$ cat src/rtl/clock_div_pkg.sv
// clock_div_pkg: shared constants, channel mode type and ratio helpers for the
// programmable clock divider.
//   CLKDIV_MIN_DIV : smallest ratio a channel will ever run at
//   ch_mode_e      : per-channel run/park classification
//   clkdiv_clamp() : maps a written ratio of 0 or 1 to CLKDIV_MIN_DIV
//   clkdiv_high()  : high-phase length, ceil(R/2)
package clock_div_pkg;

  localparam int unsigned CLKDIV_MIN_DIV = 2;

  typedef enum logic {
    CH_RUN  = 1'b0,
    CH_PARK = 1'b1
  } ch_mode_e;

  function automatic int unsigned clkdiv_clamp(input int unsigned r);
    return (r < CLKDIV_MIN_DIV) ? CLKDIV_MIN_DIV : r;
  endfunction

  function automatic int unsigned clkdiv_high(input int unsigned r);
    return (r + 32'd1) >> 1;
  endfunction

endpackage

$ cat src/rtl/clock_div_ch.sv
// clock_div_ch: one divider channel. Free-running period counter, current and
// pending ratio registers, period-boundary ratio swap and enable parking.
// Ports:
//   i_clk      : divider clock (rising edge)
//   i_rst      : synchronous active-high reset
//   i_en       : run enable; tie high for a free-running channel
//   i_wr       : accepted config write for this channel (already handshaken)
//   i_div      : raw written ratio (clamped here)
//   o_clk_out  : registered divided clock
//   o_rise_stb : high in the first cycle of each o_clk_out high phase
//   o_pend     : a written ratio is waiting for the next boundary
//
// state   | meaning
// CH_RUN  | counting; outputs follow the counter
// CH_PARK | disabled and at period start; outputs held low, counter held at 0
module clock_div_ch
  import clock_div_pkg::*;
#(
  parameter int COUNT_WIDTH = 8,
  parameter int DEFAULT_DIV = 4
) (
  input  logic                   i_clk,
  input  logic                   i_rst,
  input  logic                   i_en,
  input  logic                   i_wr,
  input  logic [COUNT_WIDTH-1:0] i_div,
  output logic                   o_clk_out,
  output logic                   o_rise_stb,
  output logic                   o_pend
);

  localparam logic [COUNT_WIDTH-1:0] RST_DIV = COUNT_WIDTH'(DEFAULT_DIV);

  logic [COUNT_WIDTH-1:0] r_cnt, r_div_cur, r_div_pend;
  logic                   r_pend, r_clk_out, r_rise_stb;

  logic [COUNT_WIDTH-1:0] w_cnt_nxt, w_div_cur_nxt, w_div_pend_nxt;
  logic [COUNT_WIDTH-1:0] w_high, w_last;
  logic                   w_pend_nxt, w_clk_out_nxt, w_rise_nxt, w_boundary;
  ch_mode_e               w_mode;

  assign w_high     = COUNT_WIDTH'(clkdiv_high(32'(r_div_cur)));
  assign w_last     = r_div_cur - COUNT_WIDTH'(1);
  assign w_boundary = (r_cnt == w_last);

  // Dropping the enable mid-period lets the period run out; the counter only
  // returns to 0 at a boundary, so cnt == 0 marks a safe place to stop.
  assign w_mode = (!i_en && (r_cnt == '0)) ? CH_PARK : CH_RUN;

  always_comb begin
    w_cnt_nxt      = r_cnt;
    w_div_cur_nxt  = r_div_cur;
    w_div_pend_nxt = r_div_pend;
    w_pend_nxt     = r_pend;
    w_clk_out_nxt  = 1'b0;
    w_rise_nxt     = 1'b0;
    case (w_mode)
      CH_RUN: begin
        w_clk_out_nxt = (r_cnt < w_high);
        w_rise_nxt    = (r_cnt == '0);
        w_cnt_nxt     = w_boundary ? '0 : r_cnt + COUNT_WIDTH'(1);
        if (w_boundary && r_pend) begin
          w_div_cur_nxt = r_div_pend;
          w_pend_nxt    = 1'b0;
        end
      end
      CH_PARK: begin
        w_cnt_nxt = '0;
        if (r_pend) begin
          w_div_cur_nxt = r_div_pend;
          w_pend_nxt    = 1'b0;
        end
      end
      default: ;
    endcase
    // A write can only arrive while nothing is pending, so it never collides
    // with the swap above; it simply becomes pending for the next boundary.
    if (i_wr) begin
      w_div_pend_nxt = COUNT_WIDTH'(clkdiv_clamp(32'(i_div)));
      w_pend_nxt     = 1'b1;
    end
  end

  always_ff @(posedge i_clk) begin
    if (i_rst) begin
      r_cnt      <= '0;
      r_div_cur  <= RST_DIV;
      r_div_pend <= RST_DIV;
      r_pend     <= 1'b0;
      r_clk_out  <= 1'b0;
      r_rise_stb <= 1'b0;
    end else begin
      r_cnt      <= w_cnt_nxt;
      r_div_cur  <= w_div_cur_nxt;
      r_div_pend <= w_div_pend_nxt;
      r_pend     <= w_pend_nxt;
      r_clk_out  <= w_clk_out_nxt;
      r_rise_stb <= w_rise_nxt;
    end
  end

  assign o_clk_out  = r_clk_out;
  assign o_rise_stb = r_rise_stb;
  assign o_pend     = r_pend;

endmodule

$ cat src/rtl/clock_div_prog.sv
// clock_div_prog: programmable multi-channel clock divider. NUM_CH independent
// channels with run-time ratios loaded over a valid/ready port; ratio changes
// take effect only at period boundaries.
// Optional feature macro: CLKDIV_GATE_EN adds the per-channel i_en run enable.
// Ports:
//   i_clk_in    : the single clock (rising edge)
//   i_rst       : synchronous active-high reset
//   i_cfg_valid : ratio update offered
//   o_cfg_ready : update can be accepted (channel has nothing pending)
//   i_cfg_ch    : target channel; indices >= NUM_CH are accepted and dropped
//   i_cfg_div   : new ratio (0 and 1 run as 2)
//   i_en        : per-channel enable (CLKDIV_GATE_EN only)
//   o_clk_out   : registered divided clocks
//   o_rise_stb  : first-cycle-of-high strobes
//   o_pend      : per-channel unapplied-ratio flags
module clock_div_prog
  import clock_div_pkg::*;
#(
  parameter int COUNT_WIDTH = 8,
  parameter int NUM_CH      = 2,
  parameter int DEFAULT_DIV = 4
) (
  input  logic                   i_clk_in,
  input  logic                   i_rst,
  input  logic                   i_cfg_valid,
  output logic                   o_cfg_ready,
  input  logic [2:0]             i_cfg_ch,
  input  logic [COUNT_WIDTH-1:0] i_cfg_div,
`ifdef CLKDIV_GATE_EN
  input  logic [NUM_CH-1:0]      i_en,
`endif
  output logic [NUM_CH-1:0]      o_clk_out,
  output logic [NUM_CH-1:0]      o_rise_stb,
  output logic [NUM_CH-1:0]      o_pend
);

  logic [NUM_CH-1:0] w_en;
  logic [NUM_CH-1:0] w_wr;
  logic [7:0]        w_pend_pad;

`ifdef CLKDIV_GATE_EN
  assign w_en = i_en;
`else
  assign w_en = '1;
`endif

  // Unused channel slots read as "not pending", which makes out-of-range
  // targets always ready; their write strobe matches no channel.
  always_comb begin
    w_pend_pad = '0;
    for (int i = 0; i < NUM_CH; i++) w_pend_pad[i] = o_pend[i];
    o_cfg_ready = !w_pend_pad[i_cfg_ch];
  end

  for (genvar g = 0; g < NUM_CH; g++) begin : g_ch
    assign w_wr[g] = i_cfg_valid && o_cfg_ready && (i_cfg_ch == 3'(g));

    clock_div_ch #(
      .COUNT_WIDTH (COUNT_WIDTH),
      .DEFAULT_DIV (DEFAULT_DIV)
    ) u_ch (
      .i_clk      (i_clk_in),
      .i_rst      (i_rst),
      .i_en       (w_en[g]),
      .i_wr       (w_wr[g]),
      .i_div      (i_cfg_div),
      .o_clk_out  (o_clk_out[g]),
      .o_rise_stb (o_rise_stb[g]),
      .o_pend     (o_pend[g])
    );
  end

endmodule
$ cat config.mk
export PLATFORM = sky130hd
export DESIGN_NAME = clock_div_prog
export DESIGN_NICKNAME = d
export VERILOG_FILES = /design/src/rtl/clock_div_pkg.sv /design/src/rtl/clock_div_ch.sv /design/src/rtl/clock_div_prog.sv
export SDC_FILE = /design/constraint.sdc
export NUM_CORES = 1
export LEC_CHECK = 0
export ABC_CLOCK_PERIOD_IN_PS = 2850
export CORE_MARGIN = 8
export CORE_UTILIZATION = 35
export DETAILED_ROUTE_END_ITERATION = 10
export DONT_BUFFER_PORTS = 1
export PLACE_DENSITY = 0.52
export SLEW_MARGIN = 10
export SYNTH_ARGS = -nofsm -noshare
export SYNTH_HDL_FRONTEND = slang
export SYNTH_SLANG_ARGS = --single-unit
$ cat constraint.sdc
create_clock -name i_clk_in -period 2.85 [get_ports i_clk_in]
set_clock_uncertainty 0.05 [all_clocks]
set_input_delay 0.285 -clock i_clk_in [delete_from_list [all_inputs] [get_ports i_clk_in]]
set_output_delay 0.285 -clock i_clk_in [all_outputs]
set_load 0.05 [all_outputs]
==> run metrics, run 1 <==
critical path fanouts, max=9; register area=1080 um^2; DRC violations left=0; Post-DRT Antenna Nets=0; EDFF count, synth=0; asr flop ratio synth=0%; CTS Sinks=54; most frequent cells in the layout=dfxtp_1 (54), nor2_1 (51), nand2_1 (23), ha_1 (22), xnor2_1 (21); maxcap violations=0; Most used DFF post-synth=dfxtp_1; drt pass-1 iters=4; Setup WS post-layout=about 430 ps; P_leak=about 1.3 nW; GRT Total Usage=between 10% and 20%; share of cells above drive strength 1=between 6 and 7%; average size of a mapped cell=8.58 um^2; maximum clock path buffer count=2; CTS Hold Bufs=1; metal2 WL=~3200 um; synth unique cells=53; design area=3380 um^2; grt total ovfl=0; Fmax=just over 400 MHz; Power Density=between 400 and 500 nW/um^2; unrepaired setup endpoints after global routing=false; clock buffer count from CTS=5; first-pass GRT wire length=between 10000 and 15000 um; Mapped Nets=approximately 410; 1st-iter DRT viols=~120; post-CTS setup buffers=0; Worst-Skew Late Latency=310 ps; Slowest cell on crit path=dfxtp_1; Setup WS pre-CTS=around 450 ps; Final setup viols=0; Util after Layout=a little under two fifths; vias in the first global route=around 2300; Resize count post-CTS=0; PortBufs=0; Reg clk slew, reported paths=around 100 ps; synth warn=0; drt wl/cell=roughly 14 um; Crit Path Class=reg2reg; placer congestion estimate=around 0.79; Critical Path End Type=flip-flop; area of the core=9110 um^2; final hold violation count=0; Die Span Y=112 um; NumNets Final=397; sequential area share after synthesis=around 33%; Peak VDD IR=~0.17 mV; diodes inserted=0; Min Clock Period, post-route=about 2400 ps; filler cell count=943; critical path startpoint category=flip-flop; CTS tree=done; Syn Inst Count=~380; Root Buffer Master=clkbuf_8; commonest non-fill, non-tap cell in the layout=dfxtp_1; DRT met1 WL=between 3000 and 4000 um; placed inst area=roughly 3300 um^2; Slew @ Worst Pin=~850 ps; H-tree Lvls=2; DIE AREA=approximately 13000 um^2; num rows=35; mapped cell area=3230 um^2; max_slew headroom=roughly 43%; status=finished clean; Chip Width=112 um; multi-input gate area in the final layout=about 2000 um^2; Via density=approximately 5; Final TNS setup=0 ps; P&R area growth vs syn=4.41%; Post-Route WL=6720 um; worst hold-check path type=in2reg; pin count of the biggest net entering global routing=27; IO Pins=21; dpl hpwl=about 5000 um; crit path DAT=roughly 2600 ps; DR WL met3=200 um; Initial Util=between 30 and 40%; initial antenna violation count=0; critical path required time=around 3000 ps; Power Total=around 1.4 mW; Max Slew Vio Count=0; Max stage delay on crit path=510 ps; uppermost layer routed=met4; final worst path period share=between 80% and 90%; crit path cell chain=inv_2 -> ha_1 -> xnor2_1 -> a211oi_1 -> nand3_1 -> a211oi_4 -> buf_4 -> nor2b_1 -> a211o_1; register bit total from synthesis=54; vias=around 2400
-- metal layers --
metal	vias up	GRT usage [%]
met5	-	0
li1	1239	-
met1	1079	13.8
met2	26	19.2
met4	0	3.42
met3	8	2.15
-- worst max-delay path, delay by kind of cell (launching register included) --
kind            cells  cell delay [ps]
simple gates        2              240
fa+ha+maj           1              270
buf+inv             2              290
flops               1              510
xor+xnor            1              140
compound gates      3              840
-- cell type report --
type,count,share of cell area [%]
flip-flops and latches,54,32.0
multi-input cells,282,58.1
well taps,111,4.11
inverters,12,1.33
repair buffers,6,1.48
clock buffers,6,2.45
clock inverters,2,0.519
-- worst paths after layout --
kind                              startpoint                          to  slack [ps]  cells past startpoint
setup / recovery   g_ch[1].u_ch.r_div_cur[0]   g_ch[1].u_ch.r_div_cur[2]         430                      9
hold / removal                         i_rst   g_ch[1].u_ch.r_div_cur[2]          30                      1
setup reg to reg   g_ch[1].u_ch.r_div_cur[0]   g_ch[1].u_ch.r_div_cur[2]         430                      9
hold reg to reg   g_ch[0].u_ch.r_div_pend[6]  g_ch[0].u_ch.r_div_pend[6]         420                      2
-- synthesized netlist by cell type (3+ instances only) --
cell type / number / area, um^2
nand3_1: 19 / 95.1
buf_2: 3 / 15.0
clkbuf_1: 17 / 63.8
mux2i_1: 20 / 200
a211oi_1: 5 / 37.5
buf_4: 7 / 52.6
nand2b_1: 18 / 113
nand2_1: 23 / 86.3
xnor2_1: 21 / 184
a21oi_1: 12 / 60.1
o21ai_0: 7 / 35.0
nor2_1: 51 / 191
nor3_1: 9 / 45.0
a31oi_1: 5 / 31.3
and3_1: 4 / 25.0
ha_1: 22 / 275
a21o_1: 4 / 30.0
inv_1: 11 / 41.3
a211o_1: 4 / 35.0
dfxtp_1: 54 / 1080
xor2_1: 20 / 175
-- power by group --
part | switching, mW | total [mW] | internal [mW]
Clock | 0.262 | 0.463 | 0.201
Combinational | 0.0582 | 0.116 | 0.0581
Sequential | 0.0601 | 0.840 | 0.779
Total | 0.381 | 1.42 | 1.04
-- state kept, by name, indices dropped and copies added (netlist names) --
signal / cells
g_ch.u_ch.r_div_pend: 16
g_ch.u_ch.o_clk_out: 2
g_ch.u_ch.r_cnt: 16
g_ch.u_ch.o_pend: 2
g_ch.u_ch.o_rise_stb: 2
g_ch.u_ch.r_div_cur: 16
-- cells by family (layout without fill, tap and decap cells) --
logic type	Yosys count	count (layout)	share of synthesized area (%)
flip-flops	54	54	33.4
buffers and inverters	41	26	5.92
XOR/XNOR	43	43	12.3
AND/OR/NAND/NOR	148	148	23.1
multiplexers	21	21	6.54
AO/OA/AOI/OAI	48	48	10.2
adder cells (fa/ha/maj)	22	22	8.51
-- stage by stage --
stage	hold slack [ps]	std cells
after floorplan	359	377
after global placement	319	463
after detailed placement	321	463
after CTS	7.25	472
after global routing	2.85	473
final	31.9	473
Power figures use the tool's default switching activity.
==> inputs of run 2 (changes only) <==
ABC_CLOCK_PERIOD_IN_PS = 2250   (was 2850)
clock period = 2.25 ns   (was 2.85 ns; I/O delays follow)
==> run 2 against run 1 <==
Against the previous run:
- global-route usage up 0.79 points
- die area unchanged
- maximum frequency grew 13%
- register-to-register slack worse by 330 ps
- first-iteration DRC count fell by 45%
- final area up 12%
- critical path type unchanged
==> run metrics, run 2 (synthesis gave the netlist of run 1 again) <==
status=finished clean; critical path fanouts, max=5 (-4); dpl hpwl=5400 um (+9.1%); placed inst area=3470 um^2 (+6.6%); PortBufs=0 (unchanged); Initial Util=35.5% (unchanged); crit path cell chain=or4_4 -> nor2_4 -> a311oi_2 -> a211oi_4 -> buf_6 -> mux2i_1 -> nor2_1; Chip Width=112 um (unchanged); FF-to-FF Start=g_ch[1].u_ch.r_div_cur[0]; most frequent cells in the layout=nor2_1 (50), dfxtp_1 (47), buf_4 (28), nand2_1 (23); area of the core=9110 um^2 (unchanged); Peak VDD IR=0.180 mV (+4.9%); Min Clock Period, post-route=2150 ps (-270 ps); GRT met1 Usage=13.8% (+0.022 points); critical path startpoint category=flip-flop; GRT Total Usage=12.0% (+0.79 points); reg2reg end=g_ch[1].u_ch.r_div_cur[6]; Inst Count DP=487 (+5.2%); crit path DAT=2290 ps (-290 ps); DRC violations left=0 (unchanged); worst hold-check path type=in2reg; H-tree Lvls=2 (unchanged); first-pass GRT wire length=12300 um (+5.9%); r2r worst-path depth=7 (-2); Final setup viols=0 (unchanged); WP buf/inv=1 (-1); Critical Path End Type=flip-flop; Slew @ Worst Pin=596 ps (-251 ps); drt wl/cell=14.2 um (-0.45%); CTS tree=done; vias in the first global route=2564 (+11%); hold path start=i_rst; met3 usage=3.06% (+0.91 points); Endpoint, Worst Hold=g_ch[1].u_ch.o_clk_out; GR peak layer=met2; design area=3790 um^2 (+12%); Max stage delay on crit path=570 ps (+60 ps); Top Registers=g_ch.u_ch.r_cnt: 16 flops, g_ch.u_ch.r_div_cur: 16 flops, g_ch.u_ch.r_div_pend: 16 flops; final hold violation count=0 (unchanged); P_leak=1.49 nW (+18%); Worst-Skew Late Latency=320 ps (about the same); unrepaired setup endpoints after global routing=true; num rows=35 (unchanged); CP top delay family=simple AND/OR/NAND/NOR gates; placer congestion estimate=0.818 (+3.1%); FF-to-FF setup slack=100 ps (-330 ps); Root Buffer Master=clkbuf_8; Max Slew Vio Count=0 (unchanged); drt pass-1 iters=4 (unchanged); IO Pins=21 (unchanged); GRT met2 Usage=21.1% (+1.8 points); Via density=4.96 (-0.31%); maximum clock path buffer count=2 (unchanged); maxcap violations=0 (unchanged); Die Span Y=112 um (unchanged); critical path required time=2390 ps (-620 ps); share of cells above drive strength 1=16.5% (+10 points); DIE AREA=12600 um^2 (unchanged); Slowest cell on crit path=or4_4; pin count of the biggest net entering global routing=36 (+33%); initial antenna violation count=0 (unchanged); grt total ovfl=0 (unchanged); clock buffer count from CTS=5 (unchanged); commonest non-fill, non-tap cell in the layout=nor2_1; P&R area growth vs syn=17.3%; Hold WS=11.1 ps (-20.8 ps); Post-DRT Antenna Nets=0 (unchanged); NumNets Final=437 (+10%); Setup WS post-layout=98.1 ps (-330 ps); 1st-iter DRT viols=66 (-45%); Fmax=465 MHz (+13%); max_slew headroom=60.1% (+17 points); Post-Route WL=7250 um (+7.8%); hold path depth=2 (+1); Util after Layout=41.6% (+4.6 points); diodes inserted=0 (unchanged); Reg clk slew, reported paths=100 ps (about the same); CTS Sinks=54 (unchanged); Power Density=471 nW/um^2 (+12%); final worst path period share=95.6% (+11 points); Setup WS pre-CTS=47.1 ps (-399 ps); vias=2538 (+7.9%); Cell Count, Final, Fillers Out=512 (+8.2%); Crit Path Class=reg2reg
-- run 2: cell count changes in the layout (fill, tap and decap cells not counted), sizes merged --
cell / change
clkinv: -2
dlygate4sd3: +13
buf: +27
clkinvlp: +2
clkbuf: -1
-- run 2: how the worst max path moves through the flow --
stage                              start  depth (start not counted)                         to  slack (ps)
3_3_place_gp   g_ch[0].u_ch.r_div_cur[2]                          7      g_ch[0].u_ch.r_cnt[5]          90
3_5_place_dp   g_ch[1].u_ch.r_div_cur[1]                          9  g_ch[1].u_ch.r_div_cur[6]          50
4_1_cts        g_ch[1].u_ch.r_div_cur[1]                          9  g_ch[1].u_ch.r_div_cur[6]         0.9
5_1_grt        g_ch[1].u_ch.r_div_cur[0]                          7  g_ch[1].u_ch.r_div_cur[6]         -30
6_report       g_ch[1].u_ch.r_div_cur[0]                          7  g_ch[1].u_ch.r_div_cur[6]         100
2_1_floorplan  g_ch[1].u_ch.r_div_cur[0]                          7  g_ch[1].u_ch.r_div_cur[2]           5
-- run 2: timing repair --
item                                    CTS  global route
endpoints found under the hold margin    27             0
hold buffers                             15             0
endpoints found under the setup margin    0            31
buffers inserted                          0             3
gates resized for setup                   0            20
-- run 2: layout make-up --
cell class,count,area (um^2)
clock buffer,5,68.8
multi-input combinational,282,2040
inverter,12,45.0
tap,111,139
timing repair buffer,46,394
clock inverter,2,15.0
fill,941,5320
sequential,54,1090
-- run 2: power by group --
part | switching [mW] | total, mW | internal [mW]
combinational | 0.0922 | 0.187 | 0.0945
sequential | 0.0642 | 1.05 | 0.986
clock | 0.337 | 0.550 | 0.214
-- run 2: worst reg2reg max path, stage by stage, from the launching register on --
cell	delay [ps]
dfxtp_2	350
or4_4	580
nor2_4	110
a311oi_2	150
a211oi_4	390
buf_6	160
mux2i_1	190
nor2_1	50
-- run 2: per-layer routing --
metal	up-vias	wire length (um)
met5	-	0
met4	0	175
met3	13	202
met2	24	3570
met1	1181	3290
li1	1320	-
-- run 2: per-stage QoR --
step	power (mW)	setup TNS [ps]
after floorplan	1.22	0
after detailed placement	1.25	0
after global placement	1.24	0
after CTS	1.82	0
after global routing	1.89	-47.5
final	1.79	0
